`src/rtl/dso100fb_fetch_ctrl.sv`:
```
// Framebuffer fetch controller: splits each frame into DataMover MM2S commands and checks every status beat.
// Define DSO100FB_FETCH_STATS_EN to build the frame/overrun statistics counters.
module dso100fb_fetch_ctrl #(
  parameter int ADDR_WIDTH      = 32,
  parameter int BTT_WIDTH       = 23,
  parameter int LEN_WIDTH       = 26,
  parameter int CHUNK_BYTES     = 4096,
  parameter int MAX_OUTSTANDING = 4
) (
  input  logic                             CLK,
  input  logic                             RST_N,
  input  logic                             FETCH_EN,
  input  logic                             FETCH_START,
  input  logic [ADDR_WIDTH-1:0]            FETCH_FB_BASE,
  input  logic [LEN_WIDTH-1:0]             FETCH_FB_LENGTH,
  output logic [ADDR_WIDTH+BTT_WIDTH+16:0] MCMD_TDATA,
  output logic                             MCMD_TVALID,
  input  logic                             MCMD_TREADY,
  input  logic [7:0]                       MSTS_TDATA,
  input  logic                             MSTS_TVALID,
  output logic                             MSTS_TREADY,
  output logic                             FETCH_BUSY,
  output logic                             FETCH_DONE,
  output logic                             FETCH_ERR,
  input  logic                             FETCH_ERR_CLR,
  output logic [15:0]                      STAT_FRAMES,
  output logic [15:0]                      STAT_OVERRUN
);

  localparam int                   CMD_WIDTH = ADDR_WIDTH + BTT_WIDTH + 17;
  localparam logic [LEN_WIDTH-1:0] CHUNK_LEN = LEN_WIDTH'(CHUNK_BYTES);
  localparam logic [3:0]           OUT_MAX   = 4'(MAX_OUTSTANDING);

  typedef enum logic [1:0] {
    ST_IDLE  = 2'd0,
    ST_ISSUE = 2'd1,
    ST_DRAIN = 2'd2
  } state_t;

  state_t                 state_q;
  state_t                 state_d;
  logic [ADDR_WIDTH-1:0]  addr_q;
  logic [LEN_WIDTH-1:0]   rem_q;
  logic [3:0]             tag_q;
  logic [3:0]             exp_tag_q;
  logic [3:0]             outstanding_q;
  logic                   cmd_valid_q;
  logic [CMD_WIDTH-1:0]   cmd_data_q;
  logic                   done_q;
  logic                   err_q;

  logic                   start_accept;
  logic                   raise_cmd;
  logic                   done_d;
  logic                   cmd_hs;
  logic                   last_chunk;
  logic [LEN_WIDTH-1:0]   chunk_len;
  logic                   sts_consume;
  logic                   sts_fault;

  // Command stream: a beat transfers when MCMD_TVALID && MCMD_TREADY on a rising edge;
  // once raised, TVALID and TDATA hold unchanged until that transfer, and TVALID
  // drops for at least one cycle after each transfer. Status is always accepted.
  assign cmd_hs = cmd_valid_q && MCMD_TREADY;

  always_comb begin
    last_chunk = (rem_q <= CHUNK_LEN);
    chunk_len  = last_chunk ? rem_q : CHUNK_LEN;
  end

  // A status beat with nothing outstanding is spurious and must not decrement the counter.
  always_comb begin
    sts_consume = MSTS_TVALID && (outstanding_q != 4'd0);
    sts_fault   = MSTS_TVALID && (!MSTS_TDATA[7] || (MSTS_TDATA[6:4] != 3'b000) ||
                                  (MSTS_TDATA[3:0] != exp_tag_q) || (outstanding_q == 4'd0));
  end

  always_ff @(posedge CLK or negedge RST_N) begin
    if (!RST_N) begin
      state_q <= ST_IDLE;
    end else begin
      state_q <= state_d;
    end
  end

  always_comb begin
    state_d      = state_q;
    start_accept = 1'b0;
    raise_cmd    = 1'b0;
    done_d       = 1'b0;
    case (state_q)
      ST_IDLE: begin
        if (FETCH_START && FETCH_EN) begin
          start_accept = 1'b1;
          if (FETCH_FB_LENGTH == '0) begin
            done_d = 1'b1;
          end else begin
            state_d = ST_ISSUE;
          end
        end
      end
      ST_ISSUE: begin
        raise_cmd = !cmd_valid_q && FETCH_EN && (rem_q != '0) && (outstanding_q < OUT_MAX);
        if (cmd_hs && last_chunk) begin
          state_d = ST_DRAIN;
        end else if (!cmd_valid_q && !FETCH_EN) begin
          state_d = ST_DRAIN;
        end
      end
      ST_DRAIN: begin
        if (outstanding_q == 4'd0) begin
          state_d = ST_IDLE;
          done_d  = 1'b1;
        end
      end
      default: begin
        state_d = ST_IDLE;
      end
    endcase
  end

  always_ff @(posedge CLK or negedge RST_N) begin
    if (!RST_N) begin
      addr_q        <= '0;
      rem_q         <= '0;
      tag_q         <= 4'd0;
      exp_tag_q     <= 4'd0;
      outstanding_q <= 4'd0;
      cmd_valid_q   <= 1'b0;
      cmd_data_q    <= '0;
      done_q        <= 1'b0;
      err_q         <= 1'b0;
    end else begin
      if (start_accept) begin
        addr_q <= FETCH_FB_BASE;
        rem_q  <= FETCH_FB_LENGTH;
      end else if (cmd_hs) begin
        addr_q <= addr_q + ADDR_WIDTH'(chunk_len);
        rem_q  <= rem_q - chunk_len;
      end

      if (cmd_hs) begin
        tag_q <= tag_q + 4'd1;
      end

      // Command word is built from the already-advanced addr/rem/tag of the previous transfer.
      if (cmd_hs) begin
        cmd_valid_q <= 1'b0;
      end else if (raise_cmd) begin
        cmd_valid_q <= 1'b1;
        cmd_data_q  <= {4'b0000, tag_q, addr_q, 1'b0, last_chunk, 6'b000000, 1'b1,
                        BTT_WIDTH'(chunk_len)};
      end

      case ({cmd_hs, sts_consume})
        2'b10:   outstanding_q <= outstanding_q + 4'd1;
        2'b01:   outstanding_q <= outstanding_q - 4'd1;
        default: outstanding_q <= outstanding_q;
      endcase

      if (sts_consume) begin
        exp_tag_q <= exp_tag_q + 4'd1;
      end

      done_q <= done_d;

      if (sts_fault) begin
        err_q <= 1'b1;
      end else if (FETCH_ERR_CLR) begin
        err_q <= 1'b0;
      end
    end
  end

  assign MCMD_TDATA  = cmd_data_q;
  assign MCMD_TVALID = cmd_valid_q;
  assign MSTS_TREADY = 1'b1;
  assign FETCH_BUSY  = (state_q != ST_IDLE);
  assign FETCH_DONE  = done_q;
  assign FETCH_ERR   = err_q;

`ifdef DSO100FB_FETCH_STATS_EN
  logic [15:0] frames_q;
  logic [15:0] overrun_q;

  // Frame count moves on the same edge that raises FETCH_DONE.
  always_ff @(posedge CLK or negedge RST_N) begin
    if (!RST_N) begin
      frames_q  <= 16'd0;
      overrun_q <= 16'd0;
    end else begin
      if (done_d) begin
        frames_q <= frames_q + 16'd1;
      end
      if (FETCH_START && (state_q != ST_IDLE) && (overrun_q != 16'hFFFF)) begin
        overrun_q <= overrun_q + 16'd1;
      end
    end
  end

  assign STAT_FRAMES  = frames_q;
  assign STAT_OVERRUN = overrun_q;
`else
  assign STAT_FRAMES  = 16'd0;
  assign STAT_OVERRUN = 16'd0;
`endif

endmodule

```
`config.mk`:
```
export PLATFORM = sky130hd
export DESIGN_NAME = dso100fb_fetch_ctrl
export DESIGN_NICKNAME = d
export VERILOG_FILES = /design/src/rtl/dso100fb_fetch_ctrl.sv
export SDC_FILE = /design/constraint.sdc
export NUM_CORES = 1
export LEC_CHECK = 0
export BUFFER_PORTS_ARGS = -buffer_cell sky130_fd_sc_hd__buf_4
export CAP_MARGIN = 0
export CORE_MARGIN = 2
export CORE_UTILIZATION = 30
export DETAILED_ROUTE_END_ITERATION = 8
export SLEW_MARGIN = 20
export SYNTH_ARGS = -nofsm -noshare
export SYNTH_HDL_FRONTEND = slang
export SYNTH_SLANG_ARGS = --single-unit
```
`constraint.sdc`:
```
create_clock -name CLK -period 9.9 [get_ports CLK]
set_clock_uncertainty 0.2 [all_clocks]
set_input_delay 0.495 -clock CLK [delete_from_list [all_inputs] [get_ports CLK]]
set_output_delay 0.495 -clock CLK [all_outputs]
set_load 0.02 [all_outputs]
```
==> results of run 1 <==
==> report_power, final <==
part	switching, W	internal, W
clock network	0.000274	0.000462
logic	0.000566	0.000426
registers	0.000187	0.000754
==> flip-flops by register name, indices dropped and copies added, names as in the netlist <==
signal,flops
outstanding_q,4
FETCH_ERR,1
state_q,2
addr_q,32
exp_tag_q,4
tag_q,4
MCMD_TVALID,1
FETCH_DONE,1
MCMD_TDATA,61
rem_q,26
==> cell families after synthesis <==
kind of cell / Yosys count / synth area share
AO/OA/AOI/OAI: 190 / 0.141
other: 2 / 0.000945
adder cells (fa/ha/maj): 34 / 0.0554
multiplexers: 25 / 0.0340
flip-flops: 136 / 0.428
XOR/XNOR: 43 / 0.0474
buffers and inverters: 107 / 0.0727
AND/OR/NAND/NOR: 381 / 0.220
==> cell type report <==
cell class	instances	area, um^2	share of cell area
sequential	136	3400	0.346
inverter	17	63.8	0.00648
multi-input combinational	731	4190	0.425
timing repair buffer	145	1090	0.111
tap	335	419	0.0426
clock inverter	14	234	0.0238
clock buffer	18	439	0.0446
==> cells in the final DEF (no fill, tap or decap), types with 6 or more instances in the layout <==
cell type and instances:
a21o_1 9, a21oi_1 68, a31oi_1 7, and2_1 26
and3_1 14, buf_4 143, clkbuf_16 17, conb_1 58
dfrtp_1 136, ha_1 32, inv_1 15, mux2_2 16
mux2i_1 9, nand2_1 199, nand3_1 25, nand4_1 7
nor2_1 52, nor3_1 17, nor4_1 10, o21ai_0 57
o21ai_1 7, o21bai_1 6, xnor2_1 24, xor2_1 19
==> worst max path at each step <==
stage	cells past startpoint	startpoint	slack, ps	endpoint
after detailed placement	15	rem_q[1]$_DFFE_PN0P_	5100	addr_q[29]$_DFFE_PN0P_
after CTS	15	rem_q[1]$_DFFE_PN0P_	5060	addr_q[29]$_DFFE_PN0P_
final	15	rem_q[1]$_DFFE_PN0P_	5070	addr_q[29]$_DFFE_PN0P_
after global routing	15	rem_q[1]$_DFFE_PN0P_	4660	addr_q[29]$_DFFE_PN0P_
after global placement	15	rem_q[1]$_DFFE_PN0P_	5270	addr_q[29]$_DFFE_PN0P_
after floorplan	15	rem_q[1]$_DFFE_PN0P_	5750	addr_q[29]$_DFFE_PN0P_
==> per-layer routing <==
metal	share of wire	vias up	track usage
li1	-	3322	-
met1	0.48	3166	0.205
met2	0.46	152	0.236
met3	0.043	23	0.0340
met4	0.018	0	0.0502
met5	0	-	0
==> timing repair <==
item | 4_1_cts | 5_1_grt
endpoints found under the hold margin | 70 | 0
hold buffers | 1 | 0
endpoints found under the setup margin | 0 | 0
==> metrics by stage <==
step | worst slack, ps | hold slack [ps] | total power [W]
2_1_floorplan | 5750 | -0.591 | 0.00164
3_3_place_gp | 5270 | 256 | 0.00191
3_5_place_dp | 5100 | 254 | 0.00193
4_1_cts | 5060 | 27.0 | 0.00268
5_1_grt | 4660 | 25.9 | 0.00286
6_report | 5070 | 43.6 | 0.00267
==> Yosys cell counts (4+ instances only) <==
cell | count | area share
or3_1 | 5 | 0.0039
and2_1 | 26 | 0.020
a211oi_1 | 5 | 0.0047
buf_4 | 45 | 0.043
nor4_1 | 10 | 0.0079
and3_1 | 15 | 0.012
nand2_1 | 199 | 0.094
mux2_2 | 16 | 0.023
a21o_1 | 9 | 0.0085
ha_1 | 32 | 0.050
o21ai_1 | 7 | 0.0044
clkbuf_1 | 36 | 0.017
nor2b_1 | 4 | 0.0031
inv_1 | 15 | 0.0071
nand3_1 | 25 | 0.016
xor2_1 | 19 | 0.021
nand4_1 | 7 | 0.0055
xnor2_1 | 24 | 0.026
o21ai_0 | 57 | 0.036
a21oi_1 | 68 | 0.043
nor2_1 | 53 | 0.025
dfrtp_1 | 136 | 0.43
nor3_1 | 17 | 0.011
o211ai_1 | 4 | 0.0038
o21bai_1 | 6 | 0.0057
a31oi_1 | 7 | 0.0055
mux2i_1 | 9 | 0.011
buf_2 | 5 | 0.0031
==> results.md, run 1 <==
- Total gr overflow: 0
- Post-synth EDFFs: 0
- Top Family by Delay on Critical Path: compound AO/OA/AOI/OAI gates
- CP startpoint kind: flop
- Endpoints failing hold: 0
- Fin. max-slew vios: 0
- WHS Endpoint: FETCH_ERR$_DFFE_PN0P_
- Starting density of the core: 0.305
- RePlAce Congestion: 0.837
- Synthesized area: 7950 um^2
- Relative slew slack: 0.418
- Crit path buffers/inverters: 1
- Area Overhead vs Synth: 23.8%
- Placed Area: 9160 um^2
- I/O Pins: 182
- Core Region: 26,100 um^2
- Die height: 167 um
- CP Capture Type: flop
- Internal reg-to-reg setup slack: 5070 ps
- # Max-Cap Violations: 0
- Placed instance count: 1,363
- Dpl hpwl: 14.8 mm
- Post-CTS Setup Bufs: 0
- Port Buffers: 137
- Crit path DAT: 4910 ps
- Register area share after synthesis: 0.428
- Crit-path max FO: 19
- Power density over the cells: 271 nW/um^2
- Drt initial violations: 309
- Fmax: 207 MHz
- GRT Overall Usage: 0.150
- Ys Warns: 0
- Root Driver: clkbuf_16
- VDD IR max: 0.105 mV
- Clock Tree Buf Depth: 2
- RSZ-0062 raised after global routing: false
- CTS tree: built
- Total Wirelength: 20.9 mm
- Drt wl/cell: 15.0 um
- Hold path start: FETCH_ERR_CLR
- Cell depth of the worst hold path: 2
- Critical-path top delay cell: or4_4
- Primary FF master, synth: dfrtp_1
- Via count: 6,663
- Initial antenna violation count: 0
- Final setup viols: 0
- Total Neg Setup Slack: 0 ps
- Count of different cell masters after synthesis: 64
- Mean Syn Cell Area: 8.66 um^2
- Htree depth: 4
- Fill count: 2,685
- Largest net degree at the start of global routing: 72
- # rows: 59
- Worst skew pair latency: 430 ps
- R2R Path Start: rem_q[1]$_DFFE_PN0P_
- Cts bufs inserted: 17
- Die X: 167 um
- Max incr delay on CP: 480 ps
- Final core utilization: 0.378
- Required time worst endpoint: 9990 ps
- Static Leak: 4.73 nW
- Hold WC Path Type: input pin to flop
- Number of diodes: 0
- CP cell instances: nor3_2, nand4_2, or4_4, a211oi_2, buf_4, and2_1, ha_1, a211oi_1, o21bai_1, a221o_1, a41oi_2, o21ai_1, a41oi_1, xor2_1, o21ai_0
- Layout cells sized above 1: 0.200
- Depth of the worst register-to-register path: 15
- # resized after CTS: 0
- CTS clk-pin slew, worst paths: 70 ps
- Tcrit/Tclk final: 0.487
- Final Net Count: 1,155
- Cell count after synthesis: 918
- Final ANT Viol Nets: 0
- Least-Margin Pin Slew: 873 ps
- CTS sink cnt: 136
- Worst Setup Path Type: flop to flop
- DR pass1 iterations: 4
- First-pass GRT wire length: 33.5 mm
- Post-route insts no fill: 1,396
- Vias/cell: 4.77
- Die area: 27,800 um^2
- # DRC: 0
- RR Endpoint: addr_q[29]$_DFFE_PN0P_
- Vias in the first global route: 6,415
- Post-synth ARST share: 1.00
- Final Cell Area: 9840 um^2
- Post-synthesis register bit count: 136
- Final min period: 4830 ps
- Status: finished clean
Power figures use the tool's default switching activity.
==> run 2: changes to the inputs <==
==> constraint.sdc (replaced) <==
create_clock -name CLK -period 4.4 [get_ports CLK]
set_clock_uncertainty 0.2 [all_clocks]
set_input_delay 0.22 -clock CLK [delete_from_list [all_inputs] [get_ports CLK]]
set_output_delay 0.22 -clock CLK [all_outputs]
set_load 0.02 [all_outputs]
==> run 2 against run 1 <==
Against the previous run: clock power increased by 88%; global-route usage increased by 0.54 points; first-iteration DRC count increased by 68%; wire length increased by 4.5%; utilization increased by 3.0 points; die area unchanged; combinational power increased by 140%; power increased by 120%; highest routed layer unchanged; sequential share of layout area decreased by 2.5 points; setup slack got worse by 4900 ps; non-clock buffer count increased by 85.
==> results.md, run 2 (synthesis results as in run 1) <==
- I/O Pins: 182 (unchanged)
- Fmax: 239 MHz (+16%)
- Worst hold slack: 87.8 ps (+44.2 ps)
- CP startpoint kind: flop
- Hold WC Path Type: input pin to flop
- Final Cell Area: 10,600 um^2 (+7.9%)
- CTS clk-pin slew, worst paths: 70 ps (about the same)
- Power density over the cells: 555 nW/um^2 (+100%)
- First-pass GRT wire length: 35.2 mm (+5.1%)
- RePlAce Congestion: 0.833 (-0.41%)
- Status: finished clean
- Most frequent cells in the layout: nand2_1, buf_4, dfrtp_1, a21oi_1, dlygate4sd3_1
- Final setup viols: 0 (unchanged)
- CTS tree: built
- Drt initial violations: 519 (+68%)
- Drt wl/cell: 14.8 um (-1.5%)
- Required time worst endpoint: 4480 ps (-5510 ps)
- GRT Overall Usage: 0.156 (+0.00544)
- Die area: 27,800 um^2 (unchanged)
- Worst Setup Path Type: flop to flop
- Vias in the first global route: 6,773 (+5.6%)
- Die X: 167 um (unchanged)
- Starting density of the core: 0.305 (unchanged)
- Place WS: -34.5 ps (-5140 ps)
- Core Region: 26,100 um^2 (unchanged)
- Final min period: 4180 ps (-648 ps)
- Number of diodes: 0 (unchanged)
- Crit path DAT: 4260 ps (-650 ps)
- Multi-input logic area: 4270 um^2 (+2.1%)
- CTS sink cnt: 136 (unchanged)
- Setup WS post-layout: 223 ps (-4850 ps)
- Dpl hpwl: 15.2 mm (+2.9%)
- Via count: 7,037 (+5.6%)
- Area Overhead vs Synth: 33.6%
- Largest net degree at the start of global routing: 89 (+24%)
- Register area: 3400 um^2 (unchanged)
- Relative slew slack: 0.423 (+0.00555)
- Total Wirelength: 21.9 mm (+4.5%)
- Layout cells sized above 1: 0.211 (+0.0114)
- # Max-Cap Violations: 0 (unchanged)
- Cts bufs inserted: 17 (unchanged)
- Final Net Count: 1,240 (+7.4%)
- Port Buffers: 137 (unchanged)
- DR pass1 iterations: 5 (+1)
- Least-Margin Pin Slew: 865 ps (-8.32 ps)
- VDD IR max: 0.278 mV (+170%)
- Die height: 167 um (unchanged)
- Final ANT Viol Nets: 0 (unchanged)
- Worst skew pair latency: 430 ps (about the same)
- Fin. max-slew vios: 0 (unchanged)
- CP Capture Type: flop
- Endpoints failing hold: 0 (unchanged)
- Crit-path max FO: 13 (-6)
- Fill count: 2,621 (-2.4%)
- Htree depth: 4 (unchanged)
- Power, Total: 0.00590 W (+120%)
- # rows: 59 (unchanged)
- Initial antenna violation count: 0 (unchanged)
- Tcrit/Tclk final: 0.949 (+0.462)
- Placed Area: 9310 um^2 (+1.7%)
- Root Driver: clkbuf_16
- Clock Tree Buf Depth: 2 (unchanged)
- Total gr overflow: 0 (unchanged)
- Leading cell type in the layout, fill and taps excluded: nand2_1
- Largest register FFs: 61 (unchanged)
- Static Leak: 5.06 nW (+7.0%)
- Vias/cell: 4.75 (-0.45%)
- # DRC: 0 (unchanged)
run 2: cell count changes in the layout (fill, tap and decap cells not counted), sizes merged:
cell         previous run  this run
dlygate4sd3             1        63
buf                   144       167
bufinv                  5         1
clkinv                  4         7
clkinvlp                0         2
inv                    22        20
clkbuf                 18        19
run 2: cell type report:
cell class / count / share of cell area
Clock buffer: 19 / 0.0408
Clock inverter: 13 / 0.0114
Inverter: 17 / 0.00601
Multi-Input combinational cell: 731 / 0.402
Sequential cell: 136 / 0.321
Tap cell: 335 / 0.0395
Timing Repair Buffer: 230 / 0.179
run 2: worst paths after layout:
kind                       cells past startpoint  slack (ps)                          to                  startpoint
min reg2reg                                    1         260  MCMD_TDATA[23]$_DFFE_PN0P_  MCMD_TDATA[23]$_DFFE_PN0P_
min                                            4          90    exp_tag_q[2]$_DFFE_PN0P_                 MSTS_TVALID
min in group asynchronous                      2         230  MCMD_TDATA[48]$_DFFE_PN0P_                       RST_N
max reg2reg                                   16         220      addr_q[27]$_DFFE_PN0P_        rem_q[1]$_DFFE_PN0P_
max in group asynchronous                      3        2850       rem_q[12]$_DFFE_PN0P_                       RST_N
max                                           16         220      addr_q[27]$_DFFE_PN0P_        rem_q[1]$_DFFE_PN0P_
run 2: worst max-delay path: stages, from the launching register on:
cell      delay [ps]
dfrtp_1          390
nor3_2           170
buf_4            150
nand4_2          100
or4_4            470
a211oi_4         280
buf_6            170
and2_1           160
ha_1             270
o21ai_0          220
o21bai_1         130
a221o_1          420
a41oi_4          250
o21ai_4          150
a22o_1           270
xnor2_1          140
a21oi_1           80
run 2: metal layers:
layer	global-route usage	part of all wire
met1	0.215	0.47
met2	0.246	0.46
met3	0.0321	0.045
met4	0.0484	0.019
met5	0	0
run 2: metrics by stage:
| step | setup TNS [ps] | utilization | cells |
|---|---|---|---|
| after floorplan | 0 | - | 974 |
| after global placement | 0 | 0.357 | 1382 |
| after detailed placement | -34.5 | 0.357 | 1382 |
| after CTS | 0 | 0.403 | 1477 |
| after global routing | -20.9 | 0.407 | 1481 |
| final | 0 | 0.407 | 1481 |
run 2: report_power, final:
part	total, W	leakage (nW)	internal (W)	switching, W
clock	0.00138	0.268	0.000784	0.000598
sequential	0.00211	1.74	0.00170	0.000419
combinational	0.00240	3.05	0.00106	0.00134
run 2: what timing repair did:
| action | CTS | global route |
|---|---|---|
| buffers inserted | 0 | 4 |
| pin swaps | 0 | 4 |
| hold endpoints to repair | 147 | 0 |
| hold buffers | 63 | 0 |
| endpoints found under the setup margin | 4 | 13 |
| gates resized for setup | 1 | 15 |
==> run 3: changes to the inputs <==
--- a/config.mk
+++ b/config.mk
@@ -8,8 +8,9 @@
 export BUFFER_PORTS_ARGS = -buffer_cell sky130_fd_sc_hd__buf_4
 export CAP_MARGIN = 0
 export CORE_MARGIN = 2
-export CORE_UTILIZATION = 30
+export CORE_UTILIZATION = 47
 export DETAILED_ROUTE_END_ITERATION = 8
+export PLACE_DENSITY = 0.74
 export SLEW_MARGIN = 20
 export SYNTH_ARGS = -nofsm -noshare
 export SYNTH_HDL_FRONTEND = slang
==> run 3 against run 2 <==
Against the previous run: hold slack got worse by 19 ps; critical path type unchanged; critical path depth rose by 1; largest power group unchanged; power grew 2.4%; utilization increased by 23 points; non-clock buffer count fell by 5; wire length is 7.8% lower; final cell count is 8.1% lower; sequential share of layout area rose by 0.37 points.
==> results.md, run 3 (synthesis results as in run 1) <==
- Cts bufs inserted: 17 (unchanged)
- Final Net Count: 1,235 (-0.40%)
- Seq pwr share: 0.351 (-0.008)
- Die area: 18,000 um^2 (-35%)
- Worst Setup Path Type: flop to flop
- Crit-path max FO: 9 (-4)
- Drt wl/cell: 14.8 um (+0.37%)
- CP Capture Type: flop
- Final setup viols: 0 (unchanged)
- Tcrit/Tclk final: 0.953 (+0.00324)
- VDD IR max: 0.333 mV (+20%)
- Dpl hpwl: 13.8 mm (-9.6%)
- Critical path's most frequent cell: buf_4
- # rows: 47 (-20%)
- Final min period: 4190 ps (+14.3 ps)
- Required time worst endpoint: 4500 ps (+20 ps)
- Fill count: 1,462 (-44%)
- RePlAce Congestion: 0.936 (+12%)
- Die height: 134 um (-20%)
- Vias in the first global route: 6,726 (-0.69%)
- Via count: 6,977 (-0.85%)
- Crit path DAT: 4290 ps (+30 ps)
- Depth of the worst register-to-register path: 17 (+1)
- Vias/cell: 5.13 (+7.9%)
- DR pass1 iterations: 4 (-1)
- Int Power: 0.00373 W (+5.4%)
- Placed instance count: 1,262 (-8.7%)
- GRT Overall Usage: 0.231 (+0.0753)
- Initial antenna violation count: 0 (unchanged)
- CP cell instances: nor3_2, buf_4, nand4_2, or4_4, a211oi_2, buf_4, buf_4, and2_1, ha_1, nand2_1, o21ai_0, a221o_1, a41oi_4, o21ai_0, a31oi_1, xnor2_1, o21ai_1
- Setup WS post-layout: 209 ps (-14.3 ps)
- Endpoints failing hold: 0 (unchanged)
- Starting density of the core: 0.479 (+0.174)
- Critical-path top delay cell: or4_4
- Total gr overflow: 0 (unchanged)
- CTS sink cnt: 136 (unchanged)
- Core Region: 16,600 um^2 (-36%)
- Drt initial violations: 404 (-22%)
- Hold WC Path Type: input pin to flop
- Status: finished clean
- Total Neg Setup Slack: 0 ps (unchanged)
- Root Driver: clkbuf_16
- # Max-Cap Violations: 0 (unchanged)
- Final core utilization: 0.633 (+0.225)
- Largest register FFs: 61 (unchanged)
- Die X: 134 um (-20%)
- Least-Margin Pin Slew: 868 ps (+3.55 ps)
- Final ANT Viol Nets: 0 (unchanged)
- Static Leak: 5.05 nW (-0.12%)
- Area Overhead vs Synth: 32.1%
- Relative slew slack: 0.421 (-0.00236)
- Number of diodes: 0 (unchanged)
- First-pass GRT wire length: 33.2 mm (-5.7%)
- # DRC: 0 (unchanged)
- CTS clk-pin slew, worst paths: 60 ps (about the same)
- Switching part of the total: 0.382 (-0.0174)
- Total Wirelength: 20.2 mm (-7.8%)
- Worst hold slack: 68.9 ps (-18.9 ps)
- Sw power: 0.00230 W (-2.1%)
- Max incr delay on CP: 450 ps (-20 ps)
- CP startpoint kind: flop
- Power density over the cells: 575 nW/um^2 (+3.6%)
- Post-route insts no fill: 1,361 (-8.1%)
- Comb pwr share: 0.395 (-0.012)
- Port Buffers: 137 (unchanged)
- Clock share of power: 0.253 (+0.019)
- Layout cells sized above 1: 0.213 (+0.00180)
- I/O Pins: 182 (unchanged)
- CTS tree: built
- Worst skew pair latency: 430 ps (about the same)
- Htree depth: 4 (unchanged)
- RSZ-0062 raised after global routing: true
- Clock Tree Buf Depth: 2 (unchanged)
- Largest net degree at the start of global routing: 61 (-31%)
- Fmax: 239 MHz (-0.34%)
- Fin. max-slew vios: 0 (unchanged)
- Most frequent cells in the layout: nand2_1, buf_4, dfrtp_1, a21oi_1, dlygate4sd3_1
- Place WS: 42.6 ps (+77.1 ps)
- Cell depth of the worst hold path: 3 (-1)
- Leading cell type in the layout, fill and taps excluded: nand2_1
## run 3: cell count changes in the layout (fill, tap and decap cells not counted), sizes merged
cell,change
buf,-5
bufinv,+3
clkbuf,+1
clkinv,-2
clkinvlp,+2
inv,-4
## run 3: power groups by stage
| stage | combinational [W] | sequential (W) | clock [W] |
|---|---|---|---|
| after floorplan | 0.00151 | 0.00218 | 0 |
| after global placement | 0.00218 | 0.00212 | 0 |
| after detailed placement | 0.00224 | 0.00213 | 0 |
| after CTS | 0.00229 | 0.00211 | 0.00155 |
| after global routing | 0.00267 | 0.00220 | 0.00160 |
| final | 0.00239 | 0.00212 | 0.00153 |
## run 3: what timing repair did
action | in CTS | in global routing
setup endpoints to repair | 0 | 13
hold buffers | 63 | 0
setup buffers | 0 | 4
endpoints found under the hold margin | 119 | 0
gates resized for setup | 0 | 17
## run 3: stage by stage
stage | total power, W | cell area (um^2)
after floorplan | 0.00369 | 8160
after global placement | 0.00430 | 9120
after detailed placement | 0.00437 | 9120
after CTS | 0.00596 | 10400
after global routing | 0.00646 | 10500
final | 0.00604 | 10500
## run 3: worst max-delay path, delay by kind of cell (launching register included)
family | cells | cell delay [ps]
buf+inv | 3 | 490
fa+ha+maj | 1 | 280
compound gates | 7 | 1590
xor+xnor | 1 | 140
flops | 1 | 400
simple gates | 5 | 960
## run 3: area by class of cell
| class | count | area, um^2 | share of cell area |
|---|---|---|---|
| Clock buffer | 20 | 457 | 0.0435 |
| Clock inverter | 12 | 174 | 0.0166 |
| Inverter | 17 | 63.8 | 0.00608 |
| Multi-Input combinational cell | 731 | 4270 | 0.407 |
| Sequential cell | 136 | 3400 | 0.324 |
| Tap cell | 220 | 275 | 0.0262 |
| Timing Repair Buffer | 225 | 1850 | 0.176 |
## run 3: final timing paths
path | end | slack (ps) | start
max | addr_q[19]$_DFFE_PN0P_ | 210 | rem_q[3]$_DFFE_PN0P_
min | exp_tag_q[0]$_DFFE_PN0P_ | 70 | MSTS_TVALID
max reg2reg | addr_q[19]$_DFFE_PN0P_ | 210 | rem_q[3]$_DFFE_PN0P_
min reg2reg | MCMD_TDATA[23]$_DFFE_PN0P_ | 270 | MCMD_TDATA[23]$_DFFE_PN0P_
max in group asynchronous | addr_q[5]$_DFFE_PN0P_ | 2860 | RST_N
min in group asynchronous | MCMD_TDATA[65]$_DFFE_PN0P_ | 130 | RST_N
## run 3: metal layers
layer	routed length, um	track usage
met5	0	0
met4	276	0.0649
met3	981	0.0469
met2	9490	0.370
met1	9420	0.321
